===== src/rtl/bankgroup_cmd_ctrl.sv =====
// Bank-group command controller: per-bank ACT/PRE timing, RD/WR burst
// sequencing onto the bundled bank interface, and fixed-latency read return.
module bankgroup_cmd_ctrl #(
  parameter int unsigned BAWIDTH       = 2,
  parameter int unsigned BANKSPERGROUP = 2**BAWIDTH,
  parameter int unsigned COLWIDTH      = 10,
  parameter int unsigned DEVICE_WIDTH  = 4,
  parameter int unsigned CHWIDTH       = 5,
  parameter int unsigned BL            = 4,
  parameter int unsigned TRCD          = 3,
  parameter int unsigned TRP           = 3,
  parameter int unsigned TCL           = 2
) (
  input  logic                    clk,
  input  logic                    rst,
  input  logic                    cmd_valid,
  output logic                    cmd_ready,
  input  logic [1:0]              cmd,
  input  logic [BAWIDTH-1:0]      cmd_ba,
  input  logic [CHWIDTH-1:0]      cmd_row,
  input  logic [COLWIDTH-1:0]     cmd_col,
  input  logic [DEVICE_WIDTH-1:0] wdata,
  output logic                    wdata_req,
  output logic [DEVICE_WIDTH-1:0] rdata,
  output logic                    rdata_valid,
  output logic                    cmd_err,
  output logic [BANKSPERGROUP-1:0] bank_open,
  output logic [0:0]              bank_rd_o_wr [BANKSPERGROUP],
  output logic [DEVICE_WIDTH-1:0] bank_dqin    [BANKSPERGROUP],
  input  logic [DEVICE_WIDTH-1:0] bank_dqout   [BANKSPERGROUP],
  output logic [CHWIDTH-1:0]      bank_row     [BANKSPERGROUP],
  output logic [COLWIDTH-1:0]     bank_column  [BANKSPERGROUP]
);

  localparam int unsigned TMAX = (TRCD > TRP) ? TRCD : TRP;
  localparam int unsigned CNTW = (TMAX > 1) ? $clog2(TMAX) : 1;
  localparam int unsigned BLW  = (BL > 1) ? $clog2(BL) : 1;

  localparam logic [1:0] CMD_ACT = 2'd0;
  localparam logic [1:0] CMD_RD  = 2'd1;
  localparam logic [1:0] CMD_WR  = 2'd2;
  localparam logic [1:0] CMD_PRE = 2'd3;

  localparam logic [1:0] ST_IDLE        = 2'd0;
  localparam logic [1:0] ST_ACTIVATING  = 2'd1;
  localparam logic [1:0] ST_ACTIVE      = 2'd2;
  localparam logic [1:0] ST_PRECHARGING = 2'd3;

  logic [1:0]         r_state     [BANKSPERGROUP];
  logic [CNTW-1:0]    r_cnt       [BANKSPERGROUP];
  logic [1:0]         w_state_nxt [BANKSPERGROUP];
  logic [CNTW-1:0]    w_cnt_nxt   [BANKSPERGROUP];
  logic [BANKSPERGROUP-1:0] r_open;
  logic [CHWIDTH-1:0]  r_row [BANKSPERGROUP];
  logic [COLWIDTH-1:0] r_col [BANKSPERGROUP];

  logic               r_burst_active;
  logic               r_burst_wr;
  logic [BAWIDTH-1:0] r_burst_ba;
  logic [BLW-1:0]     r_beat;
  logic               r_err;
  logic               r_cap_v;
  logic [BAWIDTH-1:0] r_cap_ba;

  logic [1:0]              w_cur_state;
  logic                    w_legal;
  logic                    w_acc;
  logic                    w_do_cmd;
  logic                    w_burst_start;
  logic [DEVICE_WIDTH-1:0] w_cap_data;

  assign cmd_ready     = ~r_burst_active;
  assign w_acc         = cmd_valid & cmd_ready;
  assign w_do_cmd      = w_acc & w_legal;
  assign w_burst_start = w_do_cmd & ((cmd == CMD_RD) || (cmd == CMD_WR));

  // Legality is judged against the addressed bank's current state
  always_comb begin
    w_cur_state = r_state[cmd_ba];
    w_legal     = 1'b0;
    case (cmd)
      CMD_ACT:        w_legal = (w_cur_state == ST_IDLE);
      CMD_RD, CMD_WR: w_legal = (w_cur_state == ST_ACTIVE);
      default:        w_legal = (w_cur_state == ST_ACTIVE) || (w_cur_state == ST_IDLE);
    endcase
  end

  // Per-bank next state; timers hold remaining cycles and leave at 1
  always_comb begin
    for (int b = 0; b < BANKSPERGROUP; b++) begin
      w_state_nxt[b] = r_state[b];
      w_cnt_nxt[b]   = r_cnt[b];
      case (r_state[b])
        ST_IDLE: begin
          if (w_do_cmd && (cmd == CMD_ACT) && (cmd_ba == BAWIDTH'(b))) begin
            if (TRCD == 1) begin
              w_state_nxt[b] = ST_ACTIVE;
            end else begin
              w_state_nxt[b] = ST_ACTIVATING;
              w_cnt_nxt[b]   = CNTW'(TRCD - 1);
            end
          end
        end
        ST_ACTIVATING: begin
          if (r_cnt[b] <= CNTW'(1)) w_state_nxt[b] = ST_ACTIVE;
          else                      w_cnt_nxt[b]   = r_cnt[b] - CNTW'(1);
        end
        ST_ACTIVE: begin
          if (w_do_cmd && (cmd == CMD_PRE) && (cmd_ba == BAWIDTH'(b))) begin
            if (TRP == 1) begin
              w_state_nxt[b] = ST_IDLE;
            end else begin
              w_state_nxt[b] = ST_PRECHARGING;
              w_cnt_nxt[b]   = CNTW'(TRP - 1);
            end
          end
        end
        default: begin
          if (r_cnt[b] <= CNTW'(1)) w_state_nxt[b] = ST_IDLE;
          else                      w_cnt_nxt[b]   = r_cnt[b] - CNTW'(1);
        end
      endcase
    end
  end

  always_ff @(posedge clk) begin
    if (rst) begin
      for (int b = 0; b < BANKSPERGROUP; b++) begin
        r_state[b] <= ST_IDLE;
        r_cnt[b]   <= '0;
      end
      r_open <= '0;
    end else begin
      for (int b = 0; b < BANKSPERGROUP; b++) begin
        r_state[b] <= w_state_nxt[b];
        r_cnt[b]   <= w_cnt_nxt[b];
        r_open[b]  <= (w_state_nxt[b] == ST_ACTIVE);
      end
    end
  end

  // Burst sequencer, row latches and per-bank column registers
  always_ff @(posedge clk) begin
    if (rst) begin
      r_burst_active <= 1'b0;
      r_burst_wr     <= 1'b0;
      r_burst_ba     <= '0;
      r_beat         <= '0;
      r_err          <= 1'b0;
      for (int b = 0; b < BANKSPERGROUP; b++) begin
        r_row[b] <= '0;
        r_col[b] <= '0;
      end
    end else begin
      r_err <= w_acc & ~w_legal;
      if (w_do_cmd && (cmd == CMD_ACT)) r_row[cmd_ba] <= cmd_row;
      if (w_burst_start) begin
        r_burst_active <= 1'b1;
        r_burst_wr     <= (cmd == CMD_WR);
        r_burst_ba     <= cmd_ba;
        r_beat         <= '0;
        r_col[cmd_ba]  <= cmd_col;
      end else if (r_burst_active) begin
        if (r_beat == BLW'(BL - 1)) begin
          r_burst_active <= 1'b0;
        end else begin
          r_beat            <= r_beat + BLW'(1);
          r_col[r_burst_ba] <= r_col[r_burst_ba] + COLWIDTH'(1);
        end
      end
    end
  end

  assign wdata_req = r_burst_active & r_burst_wr;
  assign cmd_err   = r_err;
  assign bank_open = r_open;

  always_comb begin
    for (int b = 0; b < BANKSPERGROUP; b++) begin
      bank_rd_o_wr[b] = 1'(wdata_req && (r_burst_ba == BAWIDTH'(b)));
      bank_dqin[b]    = (wdata_req && (r_burst_ba == BAWIDTH'(b))) ? wdata : '0;
      bank_row[b]     = r_row[b];
      bank_column[b]  = r_col[b];
    end
  end

  // Bank data is valid the cycle after its read beat; remember where to pick it up
  always_ff @(posedge clk) begin
    if (rst) begin
      r_cap_v  <= 1'b0;
      r_cap_ba <= '0;
    end else begin
      r_cap_v  <= r_burst_active & ~r_burst_wr;
      r_cap_ba <= r_burst_ba;
    end
  end

  assign w_cap_data = r_cap_v ? bank_dqout[r_cap_ba] : '0;

  generate
    if (TCL == 1) begin : g_no_pipe
      assign rdata_valid = r_cap_v;
      assign rdata       = w_cap_data;
    end else begin : g_pipe
      logic                    r_pv [TCL-1];
      logic [DEVICE_WIDTH-1:0] r_pd [TCL-1];

      always_ff @(posedge clk) begin
        if (rst) begin
          for (int i = 0; i < TCL - 1; i++) begin
            r_pv[i] <= 1'b0;
            r_pd[i] <= '0;
          end
        end else begin
          r_pv[0] <= r_cap_v;
          r_pd[0] <= w_cap_data;
          for (int i = 1; i < TCL - 1; i++) begin
            r_pv[i] <= r_pv[i-1];
            r_pd[i] <= r_pd[i-1];
          end
        end
      end

      assign rdata_valid = r_pv[TCL-2];
      assign rdata       = r_pd[TCL-2];
    end
  endgenerate

endmodule

===== config.mk =====
export PLATFORM = sky130hd
export DESIGN_NAME = bankgroup_cmd_ctrl
export DESIGN_NICKNAME = d
export VERILOG_FILES = /design/src/rtl/bankgroup_cmd_ctrl.sv
export SDC_FILE = /design/constraint.sdc
export NUM_CORES = 1
export LEC_CHECK = 0
export ABC_AREA = 0
export CORE_MARGIN = 5
export CORE_UTILIZATION = 35
export DETAILED_ROUTE_END_ITERATION = 7
export GPL_TIMING_DRIVEN = 0
export HOLD_SLACK_MARGIN = 0.05
export SYNTH_ARGS = -nofsm -noshare
export SYNTH_HDL_FRONTEND = slang
export SYNTH_SLANG_ARGS = --single-unit

===== constraint.sdc =====
create_clock -name clk -period 3.1 [get_ports clk]
set_input_delay 0.62 -clock clk [delete_from_list [all_inputs] [get_ports clk]]
set_output_delay 0.62 -clock clk [all_outputs]
set_load 0.005 [all_outputs]

==> flow_metrics.env <==
export IMPL_synth_cells=411
export IMPL_first_iter_violations=273
export IMPL_cts_max_level=3
export IMPL_syn_area_um2=4660
export IMPL_synth_area_leaders="edfxtp_1, dfxtp_1, mux4_2"
export IMPL_die_w_um=125
export IMPL_row_count=42
export IMPL_synth_edf_count=60
export IMPL_setup_worst_path_start_class="input pin"
export IMPL_reg2reg_depth=7
export IMPL_slowest_stage="clkdlybuf4s50_1"
export IMPL_worst_path_stages=8
export IMPL_post_drt_wl_per_cell_um=17.7
export IMPL_grt_max_degree=16
export IMPL_setup_viol=0
export IMPL_io_buffers=132
export IMPL_finalNetCount=609
export IMPL_worst_pin_slew_ns=1.11
export IMPL_pin_count=134
export IMPL_maxCapViolCount=0
export IMPL_period_needed_ns=2.91
export IMPL_synth_top_area_share_pct=38.7
export IMPL_clockRootBuffer="clkbuf_16"
export IMPL_path_delay_family="buffers and inverters"
export IMPL_clock_sinks=97
export IMPL_die_area_um2=15700
export IMPL_drv_slew=0
export IMPL_antenna_left=0
export IMPL_final_common_cell="clkdlybuf4s50_1"
export IMPL_cts_made_buffers=9
export IMPL_diodes=0
export IMPL_finalPower_mw=2.90
export IMPL_cts_tree="yes"
export IMPL_p_leak_nw=2.43
export IMPL_drive_above_1_share_pct=9.43
export IMPL_clock_path_buffers=2
export IMPL_ys_async_sr_fraction_pct=0
export IMPL_place_gp_congestion=0.772
export IMPL_min_delay_path_depth=2
export IMPL_dp_hpwl_mm=9.90
export IMPL_fin_area_um2=6620
export IMPL_cts_clk_slew_worst_paths_ns=0.07
export IMPL_yosysWarnings=0
export IMPL_ys_seq_elements=97
export IMPL_core_um2=13100
export IMPL_rsz0062_at_grt="no"
export IMPL_critical_path_class="in -> reg"
export IMPL_area_growth_pct=42.1
export IMPL_grt_pass1_wl_mm=20.5
export IMPL_min_period_over_period_pct=93.8
export IMPL_path_cells="clkdlybuf4s50_1 -> inv_1 -> ha_1 -> clkbuf_1 -> nand2_1 -> nor3_1 -> a22o_1 -> and2_1"
export IMPL_syn_num_nets=463
export IMPL_grt_overflow=0
export IMPL_final_setup_skew_ns=0.00543
export IMPL_ys_types=50
export IMPL_finalSetupTns_ns=0
export IMPL_relSlewSlack_pct=25.7
export IMPL_cp_slowest_stage_delay_ns=0.54
export IMPL_start_util_pct=35.5
export IMPL_status="completed"
export IMPL_arrival_ns=3.13
export IMPL_antenna_found_initial=0
export IMPL_drt_wl_total_mm=13.0
export IMPL_hold_viol_final=0
export IMPL_viasPerCell=5.07
export IMPL_synth_area_leader_cell="edfxtp_1"
export IMPL_critPathMaxFanout=10
export IMPL_drtPass1Iterations=5
export IMPL_grt_pass1_vias=3854
export IMPL_final_cell_mix="clkdlybuf4s50_1, edfxtp_1, and2_1"
export IMPL_seq_area_frac_synth_pct=54.6
export IMPL_ys_flop_type="edfxtp_1"
export IMPL_hold_path_class="reg -> reg"
export IMPL_postPlaceCellArea_um2=6200
export IMPL_route_detailed_drc=0
export IMPL_cp_data_required_time_ns=3.32
export IMPL_cp_end_kind="flip-flop"
export IMPL_grtUsageTotal_pct=16.5
export IMPL_peakVddDrop_mv=0.290
export IMPL_cp_num_buf_inv=3
export IMPL_fmax_mhz=344
export IMPL_clk_latency_ns=0.35
export IMPL_vias=3739
export IMPL_die_y_um=125
export IMPL_power_per_cell_area_nw_per_um2=439
export IMPL_synth_avg_cell_area_um2=11.3
==> sequential cells by signal, summed over array words and instances (netlist names), named ones only <==
signal and flops:
r_burst_wr 1, g_pipe.r_pv 1, r_cnt 8, r_row 20, r_cap_v 1, bank_open 4, r_col 40, r_burst_ba 2
g_pipe.r_pd 4, cmd_err 1, r_beat 2, r_burst_active 1, r_state 8, r_cap_ba 2
==> what timing repair did <==
| action | CTS | global route |
|---|---|---|
| setup buffers | 0 | 3 |
| pin swaps | 0 | 1 |
| hold buffers | 0 | 0 |
| gates resized for setup | 14 | 10 |
| endpoints found under the setup margin | 72 | 82 |
==> routing by layer <==
layer	global-route usage (%)	vias up	routed length [um]
li1	-	1795	-
met1	21.3	1796	5780
met2	27.2	138	6230
met3	4.39	10	847
met4	5.36	0	184
met5	0	-	0
==> worst min-delay path, stage by stage, from the launching register on <==
cell and delay, ns:
dfxtp_1 0.33, nand2_1 0.07, inv_1 0.03
==> Yosys cell counts (2+ instances only) <==
master and instances:
a211oi_1 4, o21ai_0 9, nand3_1 8, and3_1 13, nand2_1 30, xnor2_1 3
nor3_1 17, a21o_1 2, dfxtp_1 37, edfxtp_1 60, mux4_2 16, nand3b_1 3
nor3b_1 3, buf_2 5, and4b_1 2, or3_1 6, inv_1 16, nand2b_1 6
a31oi_1 2, mux2i_1 3, ha_1 10, nor4b_1 4, a41oi_1 2, or4_1 2
a22o_1 2, a21oi_1 17, clkbuf_1 9, buf_1 3, nand4_1 6, and2_1 52
nor2_1 32, xor2_1 5, o41a_1 2, nor2b_1 4
==> per-stage QoR <==
stage               hold slack (ns)  utilization [%]  setup WS (ns)  cells
floorplan                     0.423                -          0.225    411
global placement              0.466             47.2         -0.840    719
detailed placement            0.465             47.2         -0.860    719
CTS                           0.473             49.8       -0.00777    735
global route                  0.495             50.4         0.0520    738
finish                        0.467             50.4          0.192    738
==> final cells by class <==
| class | count | area (um^2) |
|---|---|---|
| Fill cell | 1232 | 6520 |
| Sequential cell | 97 | 2540 |
| Multi-Input combinational cell | 281 | 2080 |
| Timing Repair Buffer | 135 | 1350 |
| Clock buffer | 13 | 275 |
| Tap cell | 176 | 220 |
| Buffer | 17 | 81.3 |
| Inverter | 16 | 60.1 |
| Clock inverter | 3 | 20.0 |
==> power by group <==
part           total (mW)  switching [mW]  internal, mW  leakage, nW
Sequential           1.45          0.0278          1.42        0.921
Clock                1.10           0.473         0.626        0.149
Combinational       0.359           0.176         0.183         1.36
Total                2.90           0.677          2.23         2.43
==> path summary, 6_finish.rpt <==
check | end | from | slack (ns)
setup reg to reg | r_col[0][8] | flip-flop | 0.32
hold reg to reg | g_pipe.r_pv[0] | r_cap_v | 0.47
setup / recovery | r_col[1][4] | cmd[0] | 0.19
hold / removal | g_pipe.r_pv[0] | r_cap_v | 0.47
==> cell families after synthesis <==
logic type	after synthesis	synth area share [%]
buffers and inverters	33	2.79
adders and majority gates	10	2.68
and+or+nand+nor	195	23.0
muxes	20	8.62
xor gates and xnor gates	8	1.50
AOI/OAI and AO/OA	48	6.85
DFF	97	54.6
Power figures use the tool's default switching activity.
==> patch 1 (same flow settings) <==
`DEVICE_WIDTH`: 4 -> 5.
--- a/src/rtl/bankgroup_cmd_ctrl.sv
+++ b/src/rtl/bankgroup_cmd_ctrl.sv
@@ -4,7 +4,7 @@
   parameter int unsigned BAWIDTH       = 2,
   parameter int unsigned BANKSPERGROUP = 2**BAWIDTH,
   parameter int unsigned COLWIDTH      = 10,
-  parameter int unsigned DEVICE_WIDTH  = 4,
+  parameter int unsigned DEVICE_WIDTH  = 5,
   parameter int unsigned CHWIDTH       = 5,
   parameter int unsigned BL            = 4,
   parameter int unsigned TRCD          = 3,
Ports: changed (resized bank_dqin, bank_dqout, rdata and wdata); port bits go from 134 to 144. The function was not compared with the original's and may differ.
==> patch 1 against the original RTL <==
The run now ends with setup timing left; synthesized area rose by 2.6%; final area rose by 2.4%; clock power shrank 4%; sequential cell count is 1 higher; routed wire length grew 4.0%; combinational power up 11%; via count grew 6.3%; synthesized cell count is 1.5% higher; total power rose by 0.77%; largest cell class unchanged; worst setup slack got worse by 220 ps.
==> patch 1: results (changes against the original RTL) <==
library cells used by synthesis=58 (+16%); fillers=1179 (-4.3%); routed wl met2=6071 µm (-2.6%); failing checks=setup timing; met1 usage=0.2175 (+0.004609); ANT cells=0 (unchanged); Placer Congestion=0.8459 (+9.5%); hold worst-path end=r_cap_v; Post-synth top cells=edfxtp_1 (60), nor2_1 (48), dfxtp_1 (38); Root Driver=clkbuf_16; final net count=631 (+3.6%); placed cells=736 (+2.4%); Worst Skew=6.590 ps (+1.163 ps); Yosys warnings=0 (unchanged); ratio of cells with drive above 1 in the final layout=0.1105 (+0.01623); status=complete, but fails checks; pre-CTS WS=-643.2 ps (+216.4 ps); vias per cell=5.262 (+3.9%); Crit. Startpoint=cmd_ba[0]; syn_nets=474 (+2.4%); Max IR drop VDD=0.2401 mV (-17%); PD cells=431.6 mW/mm² (-1.6%); GR Util met2=0.2590 (-0.01335); Hold Path Depth=1 (-1); met1 WL=5879 µm (+1.8%); vias in the first global route=4051 (+5.1%); leak pwr=2.501 nW (+3.0%); top post-synthesis cells by area=edfxtp_1 (38%), dfxtp_1 (16%), mux4_2 (8.0%); GRT met3 Usage=0.05338 (+0.009461); Worst path slowest cell=o21ai_0; via count=3973 (+6.3%); Resized Gates After CTS=6 (-8); DP HPWL=10210 µm (+3.1%); initial antenna violation count=0 (unchanged); CP endpoint=r_row[2][2]; WP data arrival=3100 ps (-30 ps); sequential element share of the synthesized area=0.5361 (-0.009378); R2R cell count=4 (-3); metal3 WL=1381 µm (+63%); synthesized instance count=417 (+1.5%); largest net degree at the start of global routing=15 (-1); count of input and output buffers=143 (+8.3%); Setup TNS=-134.7 ps (-134.7 ps); DR iter-0 viols=302 (+11%); global-route wire length before repair=21220 µm (+3.3%); clock latency on the worst-skew pair=340 ps; post-route setup slack=-27.05 ps (-218.9 ps); Placement Cell Area=0.006431 mm² (+3.7%); worst hold start=r_burst_wr; Routed WL=13560 µm (+4.0%); internal reg-to-reg setup slack=510 ps (+190 ps); Slew Limit Headroom=0.3698 (+0.1123); # setup viols final=5 (+5); gr usage total=0.1662 (+0.0008481); Largest regs=r_col (40), r_row (20); worst stage delay on the critical path=620 ps (+80 ps); WHS=468.1 ps (+0.9070 ps)
patch 1: cell types whose count changed in the layout (fill, tap and decap cells not counted), sizes merged, moves of 3 or more:
cell           delta
nand2b            -3
nor4              +5
clkdlybuf4s50    +12
mux2i             +5
o21ai             +5
and3              -3
a21oi             -3
and2             -20
nor3              -4
nand2             -5
inv               +6
nor2             +16
patch 1: cell type report:
type                    instances  area share
clock buffers                  14     0.04041
inverters                      24     0.01329
well taps                     176     0.03248
plain buffers                  15     0.01052
repair buffers                146      0.2144
multi-input cells             280      0.3095
clock inverters                 2    0.001476
flip-flops and latches         98      0.3779
patch 1: power breakdown:
group	internal [mW]	total, mW	switching [mW]
combinational	0.205	0.400	0.195
clock	0.608	1.06	0.452
sequential	1.44	1.47	0.0300
patch 1: cells by family after synthesis:
group           count (synthesis)  share of synthesized area
buf+inv                        40                    0.03456
xor+xnor                        7                    0.01283
simple gates                  182                     0.2123
mux                            27                     0.1016
flops                          98                     0.5361
compound gates                 53                    0.07644
fa+ha+maj                      10                    0.02618
==> patch 2 (same settings) <==
Made on the original files. Register the output `cmd_err` once more; this adds one clock of latency there. The other outputs are not delayed to match.
--- a/src/rtl/bankgroup_cmd_ctrl.sv
+++ b/src/rtl/bankgroup_cmd_ctrl.sv
@@ -172,7 +172,9 @@
   end
 
   assign wdata_req = r_burst_active & r_burst_wr;
-  assign cmd_err   = r_err;
+  always_ff @(posedge clk) begin
+    cmd_err <= r_err;
+  end
   assign bank_open = r_open;
 
   always_comb begin
Check against the original RTL: not equivalent (Yosys sat finds a counterexample within 4 cycles, from zero or initial values and one cycle with rst high).
==> patch 2 against the original RTL <==
Synthesized area increased by 0.43%; non-clock buffer count decreased by 2; final area decreased by 0.26%; routed wire length decreased by 2.3%; worst setup slack improved by 21 ps; sequential cell count increased by 1; total power decreased by 0.26%; synthesized cell count increased by 0.24%; clock skew increased by 0.94 ps; critical path depth unchanged; largest cell class unchanged.
==> patch 2: results (changes against the original RTL) <==
Placer Congestion=0.8112 (+5.0%); final net count=608 (-0.16%); vias per cell=4.995 (-1.4%); Largest regs=r_col (40), r_row (20); ys flop type=edfxtp_1; leak pwr=2.411 nW (-0.64%); R2R cell count=7 (unchanged); CP endpoint=r_col[2][4]; GR Util met2=0.2697 (-0.002716); Critical R2R Capture=r_col[2][8]; CP Max Fanout=10 (unchanged); CTS buffer count=9 (unchanged); CTS max path bufs=2 (unchanged); status=finished, final reports clean; DP HPWL=9868 µm (-0.34%); routed wl met2=6285 µm (+0.83%); library cells used by synthesis=50 (unchanged); worst min path class=reg2reg; met1 WL=5591 µm (-3.2%); post-synthesis adder-cell area fraction=0.02673 (-0.0001148); pre-CTS WS=-821.3 ps (+38.19 ps); count of input and output buffers=132 (unchanged); worst-margin pin slew=1114 ps (+2.672 ps); sequential element share of the synthesized area=0.5474 (+0.001944); post-synthesis mux area share=0.08581 (-0.0003686); Placement Cell Area=0.006222 mm² (+0.32%); Worst Skew=6.372 ps (+0.9442 ps); top routing layer in use=met4; First-pass DRT Iterations=4 (-1); syn_nets=464 (+0.22%); Root Driver=clkbuf_16; DR iter-0 viols=247 (-9.5%); Post-synth top cells=edfxtp_1 (60), and2_1 (52), dfxtp_1 (38); clock latency on the worst-skew pair=350 ps (about the same); internal reg-to-reg setup slack=450 ps (+130 ps); xor/xnor share of the synthesized area=0.01497 (-0.00006430); GRT met3 Usage=0.04530 (+0.001377); gr usage total=0.1610 (-0.004326); Seq pwr share=0.504 (+0.006); Top reg by flops=r_col; largest net degree at the start of global routing=16 (unchanged); Routed WL=12750 µm (-2.3%); Sw Share=0.2288 (-0.004290); Max IR drop VDD=0.2718 mV (-6.2%); top post-synthesis cells by area=edfxtp_1 (38%), dfxtp_1 (16%), mux4_2 (7.7%); met1 usage=0.2046 (-0.008301); vias in the first global route=3854 (unchanged); ANT cells=0 (unchanged); metal3 WL=730 µm (-14%); compound-cell area share of the yosys netlist=0.06816 (-0.0002928); ratio of cells with drive above 1 in the final layout=0.08913 (-0.005179); Async SR Flop Fraction=0 (unchanged); global-route wire length before repair=20180 µm (-1.7%); Reg clk slew, reported paths=70 ps (about the same); # H-tree levels=3 (unchanged); initial antenna violation count=0 (unchanged); Crit. Startpoint=cmd[0]; Post-synth EDFFs=60 (unchanged); WP data arrival=3100 ps (-30 ps)
[patch 2: layout make-up]
class	instances	area (µm²)
Sequential cell	98	2562
Clock inverter	5	55.05
Timing Repair Buffer	133	1331
Inverter	16	60.06
Buffer	17	78.83
Tap cell	176	220.2
Multi-Input combinational cell	281	2063
Fill cell	1194	6586
Clock buffer	11	232.7
[patch 2: how the worst min path moves through the flow]
| stage | start | depth (start not counted) | slack [ps] | to |
|---|---|---|---|---|
| 6_report | r_err | 0 | 330 | cmd_err |
| 3_3_place_gp | r_err | 0 | 320 | cmd_err |
| 4_1_cts | r_err | 0 | 340 | cmd_err |
| 2_1_floorplan | r_err | 0 | 310 | cmd_err |
| 5_1_grt | r_err | 0 | 360 | cmd_err |
| 3_5_place_dp | r_err | 0 | 320 | cmd_err |
[patch 2: repair_timing]
item	4_1_cts	5_1_grt
gates resized for setup	11	10
setup buffers	0	1
endpoints found under the setup margin	77	80
hold buffers	0	0
[patch 2: critical path, cell delays in order]
cell and delay, ps:
clkdlybuf4s50_1 540, inv_1 80, ha_1 350, clkbuf_1 370, nand2_1 140, nor3_1 530
a22o_1 330, and2_1 150
[patch 2: power by group through the flow]
| stage | combinational [mW] | sequential [mW] | clock, mW |
|---|---|---|---|
| 6_report | 0.350 | 1.46 | 1.09 |
| 5_1_grt | 0.380 | 1.46 | 1.17 |
| 4_1_cts | 0.347 | 1.46 | 1.11 |
| 3_5_place_dp | 0.341 | 1.49 | 0 |
| 3_3_place_gp | 0.338 | 1.49 | 0 |
| 2_1_floorplan | 0.143 | 1.48 | 0 |
[patch 2: per-stage QoR]
stage | instances | utilization
after CTS | 736 | 0.4959
after global placement | 720 | 0.4717
final | 737 | 0.5007
after detailed placement | 720 | 0.4717
after global routing | 737 | 0.5007
after floorplan | 412 | -
